[config.mk]
export PLATFORM = sky130hd
export DESIGN_NAME = nibble_serial_adder_ctrl
export DESIGN_NICKNAME = d
export VERILOG_FILES = /design/src/rtl/nibble_serial_adder_ctrl.sv
export SDC_FILE = /design/constraint.sdc
export NUM_CORES = 1
export LEC_CHECK = 0
export ABC_AREA = 1
export CORE_UTILIZATION = 52
export CTS_CLUSTER_DIAMETER = 200
export DETAILED_ROUTE_END_ITERATION = 8
export GPL_TIMING_DRIVEN = 0
export HOLD_SLACK_MARGIN = 0.08
export PLACE_DENSITY = 0.78
export SLEW_MARGIN = 20
export SYNTH_ARGS = -nofsm -noshare
export SYNTH_HDL_FRONTEND = slang
export SYNTH_HIERARCHICAL = 1
export SYNTH_SLANG_ARGS = --single-unit
[constraint.sdc]
create_clock -name clk -period 3.5 [get_ports clk]
set_clock_uncertainty 0.05 [all_clocks]
set_input_delay 1.05 -clock clk [delete_from_list [all_inputs] [get_ports clk]]
set_output_delay 1.05 -clock clk [all_outputs]
set_load 0.005 [all_outputs]
[src/rtl/nibble_serial_adder_ctrl.sv]
// Multi-nibble add/subtract sequencer built around a single 4-bit ripple-carry adder.
// One nibble per cycle, LSB first, with valid/ready handshakes on operands and results.

module ripple_carry_adder (
    input  logic [3:0] a,
    input  logic [3:0] b,
    input  logic       ci,
    output logic [3:0] s,
    output logic       co
);
    logic [4:0] c;

    assign c[0] = ci;

    generate
        for (genvar gi = 0; gi < 4; gi++) begin : g_bit
            assign s[gi]   = a[gi] ^ b[gi] ^ c[gi];
            assign c[gi+1] = (a[gi] & b[gi]) | (c[gi] & (a[gi] ^ b[gi]));
        end
    endgenerate

    assign co = c[4];
endmodule

module nibble_serial_adder_ctrl #(
    parameter int NIBBLES = 4
) (
    input  logic                 clk,
    input  logic                 rst,
    input  logic                 start_valid,
    output logic                 start_ready,
    input  logic [4*NIBBLES-1:0] op_a,
    input  logic [4*NIBBLES-1:0] op_b,
    input  logic                 sub,
    output logic                 res_valid,
    input  logic                 res_ready,
    output logic [4*NIBBLES-1:0] result,
    output logic                 carry_out,
    output logic                 overflow
);
    localparam int W  = 4 * NIBBLES;
    localparam int CW = $clog2(NIBBLES);
    localparam logic [CW-1:0] LAST_NIB = CW'(NIBBLES - 1);

    typedef enum logic [1:0] {
        IDLE,
        RUN,
        DONE
    } state_t;

    state_t state_reg, state_next;

    logic [W-1:0]  opa_reg, opb_reg;
    logic          carry_reg;
    logic [CW-1:0] cnt_reg;
    logic [W-1:0]  result_reg;
    logic          carry_out_reg, overflow_reg;

    logic          accept, last_nib, run_en;
    logic [3:0]    add_a, add_b, add_s;
    logic          add_co;

    logic [3:0]    a_nib [NIBBLES];
    logic [3:0]    b_nib [NIBBLES];
    logic [W-5:0]  work_lo;

    // Operand nibble views so the adder inputs are a plain mux on the counter.
    generate
        for (genvar gi = 0; gi < NIBBLES; gi++) begin : g_nib
            assign a_nib[gi] = opa_reg[4*gi +: 4];
            assign b_nib[gi] = opb_reg[4*gi +: 4];
        end
    endgenerate

    assign add_a = a_nib[cnt_reg];
    assign add_b = b_nib[cnt_reg];

    ripple_carry_adder u_rca (
        .a  (add_a),
        .b  (add_b),
        .ci (carry_reg),
        .s  (add_s),
        .co (add_co)
    );

    always_ff @(posedge clk) begin
        if (rst) begin
            state_reg <= IDLE;
        end else begin
            state_reg <= state_next;
        end
    end

    always_comb begin
        state_next  = state_reg;
        start_ready = 1'b0;
        res_valid   = 1'b0;
        accept      = 1'b0;
        last_nib    = 1'b0;
        run_en      = 1'b0;
        case (state_reg)
            IDLE: begin
                start_ready = 1'b1;
                if (start_valid) begin
                    accept     = 1'b1;
                    state_next = RUN;
                end
            end
            RUN: begin
                run_en = 1'b1;
                if (cnt_reg == LAST_NIB) begin
                    last_nib   = 1'b1;
                    state_next = DONE;
                end
            end
            DONE: begin
                res_valid = 1'b1;
                if (res_ready) begin
                    state_next = IDLE;
                end
            end
            default: state_next = IDLE;
        endcase
    end

    // Only the lower NIBBLES-1 nibbles need storage; the top nibble goes straight
    // from the adder into the result register on the final RUN edge.
    generate
        for (genvar gi = 0; gi < NIBBLES - 1; gi++) begin : g_work
            logic [3:0] nib_reg;
            always_ff @(posedge clk) begin
                if (rst) begin
                    nib_reg <= 4'h0;
                end else if (run_en && (cnt_reg == CW'(gi))) begin
                    nib_reg <= add_s;
                end
            end
            assign work_lo[4*gi +: 4] = nib_reg;
        end
    endgenerate

    always_ff @(posedge clk) begin
        if (rst) begin
            opa_reg       <= '0;
            opb_reg       <= '0;
            carry_reg     <= 1'b0;
            cnt_reg       <= '0;
            result_reg    <= '0;
            carry_out_reg <= 1'b0;
            overflow_reg  <= 1'b0;
        end else begin
            if (accept) begin
                // Subtract is A + ~B + 1: invert B once here and seed the carry with sub.
                opa_reg   <= op_a;
                opb_reg   <= sub ? ~op_b : op_b;
                carry_reg <= sub;
                cnt_reg   <= '0;
            end else if (run_en) begin
                carry_reg <= add_co;
                cnt_reg   <= last_nib ? '0 : cnt_reg + 1'b1;
            end
            if (last_nib) begin
                result_reg    <= {add_s, work_lo};
                carry_out_reg <= add_co;
                overflow_reg  <= (opa_reg[W-1] == opb_reg[W-1]) && (add_s[3] != opa_reg[W-1]);
            end
        end
    end

    assign result    = result_reg;
    assign carry_out = carry_out_reg;
    assign overflow  = overflow_reg;
endmodule
# Word level (Yosys, flattened, before mapping)
# Cells that the tools add are included.
# Widths: inputs -> output; s select.
word_totals:
  reg_bits: 67
  out_inout_bits: 20
  elab_cells: 75
op_classes:
  eq_ne: 10
  muxes: 21
  bitwise: 22
  magnitude_cmp: 1
  n_reduce_logical: 9
  n_addsub: 1
ops:
  columns: ["op", "n"]
  rows:
  - ["$bmux 4 s2", 2]
  - ["$mux 16", 1]
  - ["$mux 4", 4]
  - ["$not 16->16", 1]
  - ["$mux 1", 9]
  - ["$and 1x1->1", 8]
  - ["$mux 2", 4]
  - ["$xor 1x1->1", 8]
  - ["$eq 2x2->1 const B", 3]
  - ["$ne 2x2->1 const B", 3]
  - ["$pmux 2 s3", 1]
  - ["$eq 2x1->1 const B", 2]
  - ["$logic_and 1x1->1", 4]
  - ["$logic_not 2->1", 2]
  - ["$or 1x1->1", 4]
  - ["$ge 3x3->1 const B", 1]
  - ["$not 2->3", 1]
  - ["$reduce_and 3->1", 1]
  - ["$add 2x1->2 const B", 1]
  - ["$reduce_bool 2->1", 1]
  - ["$reduce_or 2->1", 1]
  - ["$eq 1x1->1", 1]
  - ["$ne 1x1->1", 1]

# Logic depth before layout (Yosys ltp)
depth:
  word_depth: 15
  ltp_mapped: 18
  ltp_nobuf: 16

# Cells and area by module
# Netlist, hierarchy kept.
modules_own_cells:
  columns: ["module", "n_inst", "cells_each", "area_each_um2", "seq_area_each_um2"]
  rows:
  - ["nibble_serial_adder_ctrl", 1, 402, 2886.5, 1341.3]
  - ["ripple_carry_adder", 1, 14, 117.6, 0.0]

# Least setup slack after synthesis
# Ideal clock, no wire load.
synth_path:
  kind: "register to register"
  from: "register cnt_reg[0]"
  to: "register overflow_reg (netlist: overflow)"
  path_stages_with_launch: 19
  slack_ps: 528
  t_required_ps: 3341
  t_arrival_ps: 2813
  cell_sequence: "dfxtp_1 -> buf_2 -> inv_1 -> buf_2 -> nor2_1 -> o22ai_1 -> fa_1 -> inv_1 -> fa_1 -> inv_1 -> fa_1 -> inv_1 -> fa_1 -> inv_1 -> inv_1 -> nand3_1 -> nand3_1 -> nand2_1 -> inv_1"
synth_via:
  elab_chain_cells: 14
  word_cells_on_any_way: 26
synth_rtl:
  columns: ["element", "line", "rtl"]
  rows:
  - ["start, declared", "55", "logic [CW-1:0] cnt_reg;"]
  - ["start signal, assigned", "160", "cnt_reg <= last_nib ? '0 : cnt_reg + 1'b1;"]
  - ["$not 2->3 (implied by the code) (*)", "75", "assign add_a = a_nib[cnt_reg];"]
  - ["$bmux 4 s2 (*)", "75", null]
  - ["$mux 4 (implied by the code) (*) (2 in series)", "75", null]
  - ["via add_a[0]", "60", "logic [3:0] add_a, add_b, add_s;"]
  - ["$xor 1x1->1", "18", "assign c[gi+1] = (a[gi] & b[gi]) | (c[gi] & (a[gi] ^ b[gi]));"]
  - ["$and 1x1->1", "18", null]
  - ["$or 1x1->1 (*)", "18", null]
  - ["$and 1x1->1 (*)", "18", null]
  - ["$or 1x1->1 (*)", "18", null]
  - ["$and 1x1->1 (*)", "18", null]
  - ["$or 1x1->1 (*)", "18", null]
  - ["$xor 1x1->1 (*)", "17", "assign s[gi] = a[gi] ^ b[gi] ^ c[gi];"]
  - ["via add_s[3]", "60", null]
  - ["$ne 1x1->1 (*)", "165", "overflow_reg <= (opa_reg[W-1] == opb_reg[W-1]) && (add_s[3] != opa_reg[W-1]);"]
  - ["$logic_and 1x1->1 (*)", "165", null]
  - ["end signal, assigned", "165", null]
  - ["end, declared", "57", "logic carry_out_reg, overflow_reg;"]
# Mark *: on every way through the listed nets, which the timed path passes. The rest lies on a longest branch. The select of a mux whose other input is x is not followed.
# A chain may end at the register's enable or synchronous reset.

# Worst setup path after layout
# Ends and elaborated chain as after synthesis.

==> metrics.txt <==
most repeated cell in the gate-level netlist after synthesis=nand2_1; Worst path most repeated cell=inv_1; DRT antenna net count=0; clock tree from TritonCTS=done; Slew Limit Headroom=around two thirds; worst-case vdd ir drop=between 0.2 and 0.25 mV; Startpoint Class=flop; number of antenna violations at the first check in global routing=0; detailed placement HPWL=4820 um; post-synthesis area per instance=between 7 and 8 um2; fraction of layout cells with a size suffix above 1=~8.6%; library cell contributing the largest single delay on the critical path=fa_1; worst stage delay on the critical path=0.42 ns; worst slack at placement=0.05792 ns; count of unique library cells instantiated by Yosys=21; async set or reset register ratio after synthesis=0%; Final setup violation count=0; Area contributors post-synth=dfxtp_1, nand2_1, nor2_1, a21oi_1, o21ai_0; maximum clock path buffer count=2; core area=between 5000 and 6000 um2; number of antenna repair diodes=0; most frequently used flop master after synthesis=dfxtp_1; DRC violation count after routing=0; count of pins on the block boundary=57; Die W=approximately 78 um; via count of the first global-routing pass=2607; time the final worst path needs with I/O delays and setup=3.269 ns; Commonest cells post-synth=nand2_1, dfxtp_1, nor2_1, a21oi_1, o21ai_0; Crit Path Class=flop to flop; final critical-path share of the clock period=approximately 93%; Post-Synthesis Cells=about 420; number of hold buffers added after CTS=0; slew at the pin with the worst max-slew slack=between 0.4 and 0.5 ns; total number of placement rows=27; Routability Congestion=~0.84; final worst slack=0.2311 ns; flip-flop and latch count after synthesis=67; maximum fanout count along the critical path=11; PnR Total Power=0.001729 W; final wirelength=about 6700 um; end-of-flow core utilization=approximately 70%; power per standard cell area=between 400 and 500 nW/um2; leading area contributor after synthesis=dfxtp_1; Starting Density=between 50% and 60%; Crit path required time=~3.7 ns; GRT Total Usage=approximately a quarter; HP Start=g_work[0].nib_reg[3]; Min-Delay Path Depth=2; WL per Instance=between 10 and 15 um; kind of path behind the tightest hold check=flop to flop; Clock Tree Root=clkbuf_8; Seq/Total Area, Yosys=44.65%; net count after synthesis=461; launch instance of the worst register-to-register path=cnt_reg[0]; Die H=78.01 um; full die area=6085 um2; critical path arrival=~3.5 ns; GRT overflow=0; number of max-cap violations=0; setup TNS=0 ns; number of sinks on the clock net=67; final hold violation count=0; wire length of the first global-routing pass=~11000 um; critical path capture point type=flop; violation count after the first detailed-routing iteration=~140; pin count of the biggest net entering global routing=12; area of placed instances=roughly 3600 um2; via count=about 2800; critical path startpoint=cnt_reg[0]; register clock-pin slew on the reported worst setup and hold paths=~0.07 ns; clock latency of the later-clocked register in the worst-skew pair=0.34 ns; Area growth, synth to finish=28.53%; reg-to-reg setup timing slack=approximately 0.23 ns; Yosys top cell area share=44.65%; crit-path cells=buf_6, clkinvlp_4, buf_4, nor2_1, o22ai_1, fa_1, inv_1, fa_1, inv_1, fa_1, inv_1, fa_1, inv_2, inv_1, nand3_1, nand3_1, nand2_1, inv_1; Buffers on Ports=54; iteration count of the initial detailed-routing pass=4; status=completed; reg2reg end=overflow; Slew Limit Fails=0; Ys Warns=6; final net count=between 500 and 600; mean number of vias per cell=around 5.1; finished layout cell area=3861 um2; clock buffer count from CTS=9; combined area of all synthesized cells=around 3000 um2; leakage power summed over all cells=1.599 nW; Worst Reg-to-Reg Cells=18; EDFF count, synth=0; H-Tree Level Count=3; Endpoint, Worst Hold=result[3]; maximum frequency from static timing analysis=~310 MHz
[critical path, delay by kind of cell, from the launching register on]
family	cells	cell delay, ns
AND/OR/NAND/NOR	4	0.32
AO/OA/AOI/OAI	1	0.12
adder cells (fa/ha/maj)	4	1.35
flip-flops	1	0.37
buffers and inverters	9	0.95
[worst max-delay path by stage]
stage / slack (ns) / to
3_3_place_gp: 0.13 / overflow
5_1_grt: -0.01 / overflow
6_report: 0.23 / overflow
2_1_floorplan: 0.53 / overflow
3_5_place_dp: 0.06 / overflow
4_1_cts: 0.06 / overflow
[metrics by stage]
step / std cells / hold slack, ns
finish: 560 / 0.4118
floorplan: 416 / 0.3890
CTS: 558 / 0.4119
global placement: 542 / 0.3969
detailed placement: 542 / 0.3987
global route: 560 / 0.4259
[cell families after synthesis]
family          after synthesis  synth area share [%]
flops                        67                 44.65
simple gates                203                 27.53
buf+inv                      52                 7.372
fa+ha+maj                     8                 4.332
compound gates               75                 12.91
xor+xnor                     11                 3.207
[where the power goes]
group | internal (W) | leakage [nW] | switching [W] | total [W]
registers | 0.000803 | 0.547 | 0.0000245 | 0.000828
clock network | 0.000345 | 0.0991 | 0.000282 | 0.000627
logic | 0.000114 | 0.952 | 0.000161 | 0.000275
total | 0.00126 | 1.60 | 0.000468 | 0.00173
[final cells by class]
type	instances	area, um2
fillers	461	1679
multi-input cells	297	1441
flip-flops and latches	67	1341
repair buffers	56	555.5
clock buffers	11	141.4
inverters	30	120.1
plain buffers	22	118.9
well taps	72	90.09
clock inverters	5	52.55
[cells in the final DEF, fill, tap and decap left out]
master,netlist,layout
a21oi_1,34,34
buf_2,11,10
buf_4,1,4
buf_6,1,2
bufinv_16,0,1
clkbuf_1,8,8
clkbuf_2,1,1
clkbuf_8,0,10
clkdlybuf4s50_1,0,54
clkinv_2,0,3
clkinvlp_4,0,3
dfxtp_1,67,67
fa_1,4,4
ha_1,4,4
inv_1,28,25
inv_2,2,3
nand2_1,107,107
nand2_2,1,1
nand3_1,27,27
nand3_2,1,1
nor2_1,64,64
nor2_4,3,3
o21ai_0,32,32
o21bai_1,1,1
o22ai_1,8,8
xor2_1,11,11
[timing repair]
item / 4_1_cts / 5_1_grt
buffers inserted: 0 / 2
setup endpoints to repair: 0 / 5
gates resized for setup: 0 / 11
[routing by layer]
metal | share of wire, % | global-route usage [%]
met1 | 42 | 28.66
met2 | 49 | 41.06
met3 | 5.6 | 4.824
met4 | 2.9 | 15.19
met5 | 0 | 0
(Power assumes the default switching activity.)
